$ cat config.mk
export PLATFORM = sky130hd
export DESIGN_NAME = spi_slave
export DESIGN_NICKNAME = d
export VERILOG_FILES = /design/src/rtl/spi_slave.sv
export SDC_FILE = /design/constraint.sdc
export NUM_CORES = 1
export LEC_CHECK = 0
export BUFFER_PORTS_ARGS = -buffer_cell sky130_fd_sc_hd__buf_4
export CAP_MARGIN = 25
export CORE_ASPECT_RATIO = 0.9
export CORE_MARGIN = 3
export CORE_UTILIZATION = 45
export DETAILED_ROUTE_END_ITERATION = 10
export MAX_ROUTING_LAYER = met4
export PLACE_DENSITY = 0.77
export SETUP_SLACK_MARGIN = 0.1
export SYNTH_ARGS = -nofsm -noshare
export SYNTH_HDL_FRONTEND = slang
export SYNTH_SLANG_ARGS = --single-unit
$ cat constraint.sdc
create_clock -name CLK -period 1.8 [get_ports CLK]
set_input_delay 0.09 -clock CLK [delete_from_list [all_inputs] [get_ports CLK]]
set_output_delay 0.09 -clock CLK [all_outputs]
set_load 0.05 [all_outputs]
$ cat src/rtl/spi_slave.sv
`default_nettype none
// ============================================================================
// Module   : spi_slave
// Purpose  : Mode-0 SPI slave, MSB first, runtime frame length; all SPI pins
//            oversampled in the CLK domain.
// Revision : 1.0 - initial release
// ============================================================================
module spi_slave #(
    parameter int DWIDTH      = 32,
    parameter int SYNC_STAGES = 2
) (
    input  logic                       CLK,
    input  logic                       RESETn,
    input  logic                       SPI_CLK,
    input  logic                       SPI_SS,
    input  logic                       SPI_MOSI,
    output logic                       SPI_MISO,
    output logic                       SPI_MISO_OE,
    input  logic [DWIDTH-1:0]          WDATA,
    input  logic                       WENA,
    output logic [DWIDTH-1:0]          RDATA,
    output logic                       RVALID,
    input  logic                       RENA,
    input  logic [$clog2(DWIDTH)-1:0]  LENGTH,
    output logic                       TX_FULL,
    output logic                       BUSY,
    output logic                       OVERRUN,
    output logic                       UNDERRUN,
    input  logic                       ERR_CLR,
    output logic                       INT
);

    localparam int c_LW = $clog2(DWIDTH);

    typedef enum logic [1:0] {
        ST_IDLE   = 2'd0,
        ST_SHIFT  = 2'd1,
        ST_RELOAD = 2'd2
    } state_t;

    logic [SYNC_STAGES-1:0] r_sclk_sync, r_ss_sync, r_mosi_sync;
    logic [SYNC_STAGES:0]   r_settle;
    logic                   r_armed;
    logic                   r_sclk_q, r_ss_q;
    logic                   r_rise, r_fall, r_ss_fall, r_ss_rise, r_mosi;

    logic                   w_sclk_s, w_ss_s, w_mosi_s;

    state_t                 r_state;
    logic [c_LW-1:0]        r_len, r_bitcnt;
    logic [DWIDTH-1:0]      r_tx_sh, r_tx_buf, r_rdata;
    logic [DWIDTH-2:0]      r_rx_sh;
    logic                   r_tx_full, r_rvalid, r_int;
    logic                   r_overrun, r_underrun, r_busy, r_oe;

    logic [DWIDTH-1:0]      w_mask, w_rx_next, w_rx_word;
    logic                   w_abort, w_load, w_done, w_ovr_set, w_unr_set;

    assign w_sclk_s = r_sclk_sync[SYNC_STAGES-1];
    assign w_ss_s   = r_ss_sync[SYNC_STAGES-1];
    assign w_mosi_s = r_mosi_sync[SYNC_STAGES-1];

    // A falling SS is only honoured once the synchronised SS has been seen
    // high after reset, so a reset in mid-frame cannot start a bogus frame.
    always_ff @(posedge CLK or negedge RESETn) begin
        if (!RESETn) begin
            r_sclk_sync <= '0;
            r_ss_sync   <= '1;
            r_mosi_sync <= '0;
            r_settle    <= '0;
            r_armed     <= 1'b0;
            r_sclk_q    <= 1'b0;
            r_ss_q      <= 1'b1;
            r_rise      <= 1'b0;
            r_fall      <= 1'b0;
            r_ss_fall   <= 1'b0;
            r_ss_rise   <= 1'b0;
            r_mosi      <= 1'b0;
        end else begin
            r_sclk_sync <= {r_sclk_sync[SYNC_STAGES-2:0], SPI_CLK};
            r_ss_sync   <= {r_ss_sync[SYNC_STAGES-2:0], SPI_SS};
            r_mosi_sync <= {r_mosi_sync[SYNC_STAGES-2:0], SPI_MOSI};
            r_settle    <= {r_settle[SYNC_STAGES-1:0], 1'b1};
            if (r_settle[SYNC_STAGES] && w_ss_s)
                r_armed <= 1'b1;
            r_sclk_q    <= w_sclk_s;
            r_ss_q      <= w_ss_s;
            r_rise      <= w_sclk_s & ~r_sclk_q;
            r_fall      <= ~w_sclk_s & r_sclk_q;
            r_ss_fall   <= r_armed & r_ss_q & ~w_ss_s;
            r_ss_rise   <= ~r_ss_q & w_ss_s;
            r_mosi      <= w_mosi_s;
        end
    end

    always_comb begin
        w_mask = '0;
        for (int i = 0; i < DWIDTH; i++)
            w_mask[i] = (c_LW'(i) <= r_len);
    end

    assign w_rx_next = {r_rx_sh, r_mosi};
    assign w_rx_word = w_rx_next & w_mask;

    assign w_abort   = r_ss_rise;
    assign w_load    = !w_abort && (((r_state == ST_IDLE) && r_ss_fall) ||
                                    ((r_state == ST_RELOAD) && r_fall));
    assign w_done    = !w_abort && (r_state == ST_SHIFT) && r_rise && (r_bitcnt == r_len);
    assign w_ovr_set = w_done && r_rvalid && !RENA;
    assign w_unr_set = w_load && !r_tx_full;

    always_ff @(posedge CLK or negedge RESETn) begin
        if (!RESETn) begin
            r_state    <= ST_IDLE;
            r_len      <= '0;
            r_bitcnt   <= '0;
            r_tx_sh    <= '0;
            r_rx_sh    <= '0;
            r_tx_buf   <= '0;
            r_tx_full  <= 1'b0;
            r_rdata    <= '0;
            r_rvalid   <= 1'b0;
            r_int      <= 1'b0;
            r_overrun  <= 1'b0;
            r_underrun <= 1'b0;
            r_busy     <= 1'b0;
            r_oe       <= 1'b0;
        end else begin
            r_int      <= w_done;
            r_overrun  <= w_ovr_set | (r_overrun & ~ERR_CLR);
            r_underrun <= w_unr_set | (r_underrun & ~ERR_CLR);
            // The shifter reads the old buffer word, so a coincident WENA
            // stays pending for the next frame.
            r_tx_full  <= WENA | (r_tx_full & ~w_load);
            if (WENA)
                r_tx_buf <= WDATA;

            if (w_done)
                r_rvalid <= 1'b1;
            else if (RENA)
                r_rvalid <= 1'b0;
            if (w_done && !w_ovr_set)
                r_rdata <= w_rx_word;

            if (w_load) begin
                r_len    <= LENGTH;
                r_tx_sh  <= r_tx_full ? r_tx_buf : '0;
                r_bitcnt <= '0;
                r_state  <= ST_SHIFT;
                r_busy   <= 1'b1;
                r_oe     <= 1'b1;
            end else if (w_abort) begin
                r_state  <= ST_IDLE;
                r_busy   <= 1'b0;
                r_oe     <= 1'b0;
            end else if (r_state == ST_SHIFT) begin
                if (r_rise) begin
                    r_rx_sh  <= w_rx_next[DWIDTH-2:0];
                    r_bitcnt <= r_bitcnt + 1'b1;
                    if (r_bitcnt == r_len)
                        r_state <= ST_RELOAD;
                end else if (r_fall) begin
                    r_tx_sh <= r_tx_sh << 1;
                end
            end
        end
    end

    assign SPI_MISO    = r_oe & r_tx_sh[r_len];
    assign SPI_MISO_OE = r_oe;
    assign RDATA       = r_rdata;
    assign RVALID      = r_rvalid;
    assign TX_FULL     = r_tx_full;
    assign BUSY        = r_busy;
    assign OVERRUN     = r_overrun;
    assign UNDERRUN    = r_underrun;
    assign INT         = r_int;

endmodule
`default_nettype wire

# After elaboration in Yosys (flattened, before gate mapping)
# Cells that the tools add are included.
[word_totals]
out_inout_bits = 40
in_bits = 45
elab_cells = 134
reg_bits = 162
[classes]
magnitude_cmp = 33
bitwise_logic = 20
mux = 21
add_sub_neg = 1
n_reduce_logical = 29
n_eq_ne = 5
[op_table]
columns = ["operator", "n"]
rows = [
  ["$mux W32", 6],
  ["$le A5 B5 Y1 const A", 16],
  ["$le A4 B5 Y1 const A", 8],
  ["$and A32 B32 Y32", 1],
  ["$le A3 B5 Y1 const A", 4],
  ["$mux W5", 4],
  ["$logic_and A1 B1 Y1", 11],
  ["$le A1 B5 Y1 const A", 2],
  ["$le A2 B5 Y1 const A", 2],
  ["$mux W2", 5],
  ["$reduce_bool A2 Y1", 5],
  ["$and A1 B1 Y1", 9],
  ["$reduce_bool A3 Y1", 3],
  ["$reduce_and A4 Y1", 2],
  ["$not A1 Y1", 7],
  ["$lt A5 B6 Y1 const B", 1],
  ["$reduce_and A3 Y1", 2],
  ["$add A5 B1 Y5 const B", 1],
  ["$bmux W1 S5", 1],
  ["$eq A5 B5 Y1", 1],
  ["$mux W1", 5],
  ["$logic_not A1 Y1", 4],
  ["$ne A2 B1 Y1 const B", 2],
  ["$or A1 B1 Y1", 3],
  ["other kinds (4)", 4],
]

# Logic depth before layout (Yosys ltp)
# Gate-level depths: netlist of the first run.
[depth]
depth_word = 8
ltp_mapped = 6
ltp_nobuf = 4

# Least setup slack after synthesis of the first run
# Ideal clock, no wire load.
[synth_path]
path_kind = "flip-flop to output port"
from = "reg r_len[0]"
to = "out SPI_MISO"
t_arrival_ns = 1.786
path_stages_with_launch = 7
slack_ns = -0.076
n_path_buf = 2
t_required_ns = 1.710
path_cell_list = "dfrtp_1 buf_2 buf_2 mux2_2 a221oi_1 nand4_1 and3_1"
[synth_via]
elab_chain_cells = 3
[synth_lines]
columns = ["item", "line", "source"]
rows = [
  ["start, declared", "50", "logic [c_LW-1:0] r_len, r_bitcnt;"],
  ["start signal, assigned", "115", "r_len <= '0;"],
  ["start signal, assigned", "146", "r_len <= LENGTH;"],
  ["$bmux W1 S5", "169", "assign SPI_MISO = r_oe & r_tx_sh[r_len];"],
  ["$mux W1 (implied by the code)", "169", ""],
  ["$and A1 B1 Y1", "169", ""],
  ["end, declared", "17", "output logic SPI_MISO,"],
]
# No other way between the ends. The select of a mux whose other input is x is not followed.

# Final worst setup path of the first run
# Ends and elaborated chain as after synthesis.

==> results of run 1 <==
## where the power goes
| part | switching, uW | internal (uW) |
|---|---|---|
| clock | 1510 | 2020 |
| combinational | 2210 | 2160 |
| sequential | 761 | 4350 |
| total | 4480 | 8530 |
## critical path, delay by kind of cell, from the launching register on
family          cells  cell delay, ps
mux                 1             550
flops               1             490
simple gates        2             330
compound gates      1             180
buf+inv             1             140
## layout make-up
type,instances,area [um2],share of cell area (%)
clock buffer,21,470,4.58
multi-input combinational,335,3140,30.6
inverter,17,63.8,0.621
timing repair buffer,212,2190,21.3
clock inverter,11,103,0.998
tap,198,248,2.41
sequential,162,4060,39.5
## worst max path at each step
stage	startpoint	to	slack, ps	cells past startpoint
after CTS	r_len[0]	SPI_MISO	-370	6
after floorplan	r_len[4]	RDATA[19]	-3	6
after global placement	r_len[0]	SPI_MISO	-80	6
final	r_len[0]	SPI_MISO	-420	5
after global routing	r_len[0]	SPI_MISO	-490	5
after detailed placement	r_len[0]	SPI_MISO	-110	6
## routing by layer
metal  vias to the layer above  part of all wire [%]  GRT usage (%)
li1                       2370                     -              -
met2                       364                    49           38.0
met1                      2782                    39           30.3
met4                         0                   3.5           7.30
met3                        92                   8.4           5.57
met5                         -                     0              -
## Yosys cell counts, drive strengths merged, types with 6 or more instances
cell | n | share of area [%]
inv | 17 | 0.92
nor2b | 8 | 0.72
and3 | 24 | 2.2
mux2 | 84 | 14
xnor2 | 6 | 0.76
o21ai | 9 | 0.65
nand2 | 55 | 3.0
a31oi | 13 | 1.2
mux2i | 17 | 2.5
nand4 | 6 | 0.54
dfrtp | 159 | 58
clkbuf | 25 | 1.4
nor2 | 20 | 1.1
buf | 18 | 1.5
a21oi | 17 | 1.2
mux4 | 6 | 2.0
a221o | 18 | 2.6
## cells by family after synthesis
| logic type | after synthesis | synth area share [%] |
|---|---|---|
| other cells | 1 | 0.0543 |
| compound gates | 77 | 7.97 |
| xor+xnor | 9 | 1.14 |
| simple gates | 136 | 10.0 |
| flops | 162 | 58.7 |
| mux | 107 | 18.1 |
| fa+ha+maj | 1 | 0.181 |
| buf+inv | 60 | 3.80 |
## through the flow
step	TNS [ps]	hold slack (ps)	utilization, %
after floorplan	-28.2	-206	-
after global placement	-825	46.3	54.4
after detailed placement	-2060	59.5	54.4
after CTS	-9490	63.2	65.2
after global routing	-19060	84.2	69.1
final	-16200	88.1	69.1
## state kept, by name (all words and copies together) (netlist names), 2 cells and up
| signal | flops |
|---|---|
| r_sclk_sync | 2 |
| r_bitcnt | 5 |
| r_rx_sh | 31 |
| r_tx_sh | 32 |
| r_state | 2 |
| r_len | 5 |
| r_tx_buf | 32 |
| r_ss_sync | 2 |
| r_mosi_sync | 2 |
| RDATA | 32 |
| r_settle | 3 |
## repair_timing
item                                    CTS  global route
pin swaps                                14            36
gates resized for setup                  63           102
hold buffers                             42             0
cloned                                   11             7
endpoints found under the setup margin   62           108
endpoints found under the hold margin    84             0
setup buffers                            22             7
==> metrics.md, run 1 <==
| Metric | Value |
|---|---|
| Status | finished with violations |
| Violated checks | negative setup slack |
| First-pass GRT wire length | 29.4 mm |
| Main synth FF type | dfrtp_1 |
| Number of synthesis warnings | 0 |
| Non-Filler Instances | 956 |
| CP Data Required Time | 1710 ps |
| Routed len/inst | 22.2 um |
| Tot GR Track Use | 23.7% |
| TritonCTS clock tree | yes |
| Via-per-instance ratio | 5.87 |
| EDFF count, synth | 0 |
| Slowest-stage cell, CP | mux4_2 |
| Root buffer cell | clkbuf_16 |
| Final worst slack | -417 ps |
| Worst min path class | in -> reg |
| Post-Synthesis Mean Instance Area | 12.5 um2 |
| Post-DP HPWL | 10.4 mm |
| Largest net degree at the start of global routing | 47 |
| IO Count | 85 |
| Initial core utilization | 46.5% |
| Inserted Diodes | 0 |
| DP Area | 8090 um2 |
| Final instance area | 10300 um2 |
| Min Tclk post-route | 2220 ps |
| Asr flop ratio synth | 100% |
| Reg2reg start | r_len[0] |
| Total power | 13000 uW |
| Max VDD drop | 0.000937 V |
| Die Area | 16900 um2 |
| Htree depth | 4 |
| R2R Setup Slk | -410 ps |
| Kind of critical path | reg -> out |
| Clock transition at the registers of the reported paths | 60 ps |
| Final hold violation count | 0 |
| Fmax | 0.451 GHz |
| Commonest non-fill, non-tap cell in the layout | dfrtp_1 |
| Drt drc | 0 |
| Post-Syn Area | 6910 um2 |
| CTS Buffer Depth | 2 |
| Static Leak | 0.00467 uW |
| Core area | 14900 um2 |
| Slew Limit Fails | 0 |
| Yosys reg bits | 162 |
| Number of routed nets with antenna violations | 0 |
| Antenna violations before repair | 0 |
| Final period util | 123% |
| Cells on worst reg2reg path | 11 |
| Hold Crit Start | RENA |
| Max-cap violations | 0 |
| PD cells | 1270 nW/um2 |
| Total wire length | 21.2 mm |
| Fraction of layout cells with a size suffix above 1 | 47.4% |
| RR Endpoint | RDATA[11] |
| Crit path launch type | flop |
| Area growth syn-to-layout | 48.8% |
| RSZ-0062 raised after global routing | yes |
| Fin nets | 791 |
| Seq/Total Area, Yosys | 58.7% |
| Sink Count | 162 |
| Clk_skew | 10.0 ps |
| Vias in the first global route | 5357 |
| Setup violators final | 64 |
| GPL Wtd Cong | 0.841 |
| DR vias | 5608 |
| Latest clock arrival within the worst-skew pair | 430 ps |
| Worst Path Max Fanout | 6 |
| Distinct cells, synth | 49 |
| DR iter-0 viols | 535 |
| Placed Cells | 840 |
| CTS buffer count | 17 |
| Min-Delay Endpoint | RVALID |
| Post-Syn Instances | 553 |
| Nature of the critical path endpoint | output port |
| WP data arrival | 2130 ps |
| Most frequent cells in the layout | dfrtp_1 (157), buf_4 (110), mux2_4 (50), nand2_1 (49), dlygate4sd3_1 (42) |
| Net Count, Synth | 599 |
| Die span in y | 124 um |
| Die Wd | 137 um |
| Crit-path max cell delay | 550 ps |
| Hold depth | 3 |
| Worst path cell trace | mux4_2 -> a22oi_1 -> nand4_1 -> and3_4 -> buf_8 |
| Drt first pass iters | 6 |
| I/O Buffers | 84 |
| Pre-CTS WS | -106 ps |
| GRT overflow | 0 |
| FP Rows | 42 |
| Layout fillers | 891 |
(Power assumes the default switching activity.)
==> run 2, diff against run 1 <==
--- a/config.mk
+++ b/config.mk
@@ -11,6 +11,7 @@
 export CORE_MARGIN = 3
 export CORE_UTILIZATION = 45
 export DETAILED_ROUTE_END_ITERATION = 10
+export GPL_TIMING_DRIVEN = 0
 export MAX_ROUTING_LAYER = met4
 export PLACE_DENSITY = 0.77
 export SETUP_SLACK_MARGIN = 0.1
==> run 2 against run 1 <==
  * The flow still finishes with violations (negative setup slack)
  * Global-route usage down 0.66 points
  * Die area unchanged
  * Clock skew up 2.1 ps
  * Via count down 6.3%
  * Highest routed layer unchanged
==> metrics.md, run 2 (same netlist as run 1, synthesis figures left out) <==
| Metric | Value |
|---|---|
| Static Leak | 0.00457 uW |
| Via-per-instance ratio | 5.54 |
| CP Data Required Time | 1710 ps |
| CTS buffer count | 17 |
| DR vias | 5252 |
| Nature of the critical path endpoint | output port |
| Clk_skew | 12.1 ps |
| Antenna violations before repair | 0 |
| DP Area | 7860 um2 |
| Initial core utilization | 46.5% |
| Drt drc | 0 |
| RR Endpoint | RDATA[9] |
| I/O Buffers | 83 |
| R2R Setup Slk | -390 ps |
| IO Count | 85 |
| Transition time at the pin with the least slew margin | 748 ps |
| Core area | 14900 um2 |
| Sink Count | 162 |
| PD cells | 1250 nW/um2 |
| Drt first pass iters | 5 |
| Kind of critical path | reg -> out |
| Fmax | 0.442 GHz |
| Clock transition at the registers of the reported paths | 60 ps |
| Post-DP HPWL | 11.2 mm |
| Final instance area | 10100 um2 |
| GPL Wtd Cong | 0.905 |
| Area growth syn-to-layout | 45.5% |
| Layout fillers | 995 |
| Die Wd | 137 um |
| Max VDD drop | 0.000919 V |
| Total wire length | 18.9 mm |
| Slew Limit Fails | 0 |
| Tot GR Track Use | 23.1% |
| DR iter-0 viols | 427 |
| TritonCTS clock tree | yes |
| GRT overflow | 0 |
| Final hold violation count | 0 |
| Fraction of layout cells with a size suffix above 1 | 45.2% |
| Post-layout util | 67.6% |
| Inserted Diodes | 0 |
| Final worst slack | -462 ps |
| Htree depth | 4 |
| Violated checks | negative setup slack |
| Routed len/inst | 20.0 um |
| WP data arrival | 2170 ps |
| Number of routed nets with antenna violations | 0 |
| Vias in the first global route | 5348 |
| Status | finished with violations |
| FP Rows | 42 |
| Commonest non-fill, non-tap cell in the layout | dfrtp_1 |
| Worst Path Max Fanout | 6 |
| RSZ-0062 raised after global routing | yes |
| Slew HR | 50.1% |
| Root buffer cell | clkbuf_16 |
| First-pass GRT wire length | 28.7 mm |
| Largest net degree at the start of global routing | 83 |
| Latest clock arrival within the worst-skew pair | 430 ps |
| CTS Buffer Depth | 2 |
| Worst min path class | in -> reg |
| Min Tclk post-route | 2260 ps |
| Reg2reg start | r_len[0] |
| Final period util | 126% |
| Min-Delay Endpoint | OVERRUN |
| Setup violators final | 50 |
| Cells on worst reg2reg path | 10 |
| Crit path launch type | flop |
| Fin nets | 784 |
| Max-cap violations | 0 |
| Hold depth | 3 |
| Die Area | 16900 um2 |
| Die span in y | 124 um |
| Hold Crit Start | RENA |
| Most frequent cells in the layout | dfrtp_1 (158), buf_4 (98), nand2_1 (51), mux2_4 (50), dlygate4sd3_1 (42) |
-- run 2: changes by cell type in the layout (fill, tap and decap cells not counted), moves of 3 or more --
cell | before | now
buf_6 | 35 | 22
or3_4 | 5 | 1
and3_4 | 16 | 19
buf_4 | 110 | 98
and3_1 | 8 | 5
buf_16 | 6 | 3
clkbuf_2 | 0 | 8
clkbuf_4 | 0 | 4
buf_2 | 0 | 3
clkbuf_1 | 1 | 6
-- run 2: per-layer routing --
layer,GRT usage [%],wire [um]
met1,31.4,8320
met2,34.9,9110
met3,3.78,999
met4,9.13,482
met5,-,0
-- run 2: per-stage QoR --
stage / setup TNS (ps) / worst slack [ps] / total power, uW / hold WS [ps] / cells
after detailed placement: -16740 / -377 / 8090 / 197 / 835
after global placement: -36260 / -342 / 7990 / 199 / 834
after floorplan: -28.2 / -2.72 / 7020 / -206 / 553
after CTS: -9520 / -396 / 12200 / 16.3 / 937
after global routing: -13410 / -527 / 13100 / 53.8 / 948
final: -10200 / -462 / 12600 / 47.4 / 948
-- run 2: what timing repair did --
item,4_1_cts,5_1_grt
hold buffers,42,0
setup buffers,26,7
endpoints found under the setup margin,101,110
gates cloned,4,6
resized for setup,144,63
endpoints found under the hold margin,122,0
pin swaps,7,16
-- run 2: how the worst max path moves through the flow --
stage	end	depth (start not counted)	slack [ps]	start
finish	SPI_MISO	8	-460	r_len[0]
global route	SPI_MISO	8	-530	r_len[0]
CTS	SPI_MISO	7	-400	r_len[0]
detailed placement	RDATA[7]	5	-380	r_len[3]
global placement	RDATA[6]	6	-340	r_len[1]
floorplan	RDATA[19]	6	-3	r_len[4]
-- run 2: area by class of cell --
type	count	area [um2]	share of cell area [%]
Inverter	17	63.8	0.635
Buffer	42	404	4.02
Multi-Input combinational cell	331	3080	30.7
Clock buffer	19	443	4.41
Sequential cell	162	4060	40.4
Timing Repair Buffer	167	1640	16.3
Tap cell	198	248	2.46
Clock inverter	12	113	1.12
-- run 2: power by group --
part           switching, uW  leakage (uW)  internal [uW]
clock network           1510      0.000257           1930
logic                   2140       0.00230           2010
registers                642       0.00201           4350
-- run 2: worst max-delay path, stage by stage, from the launching register on --
cell,delay (ps)
dfrtp_1,380
buf_8,140
buf_8,130
buf_4,150
mux2i_1,290
o32a_1,210
nand4_1,90
and3_4,200
buf_6,150
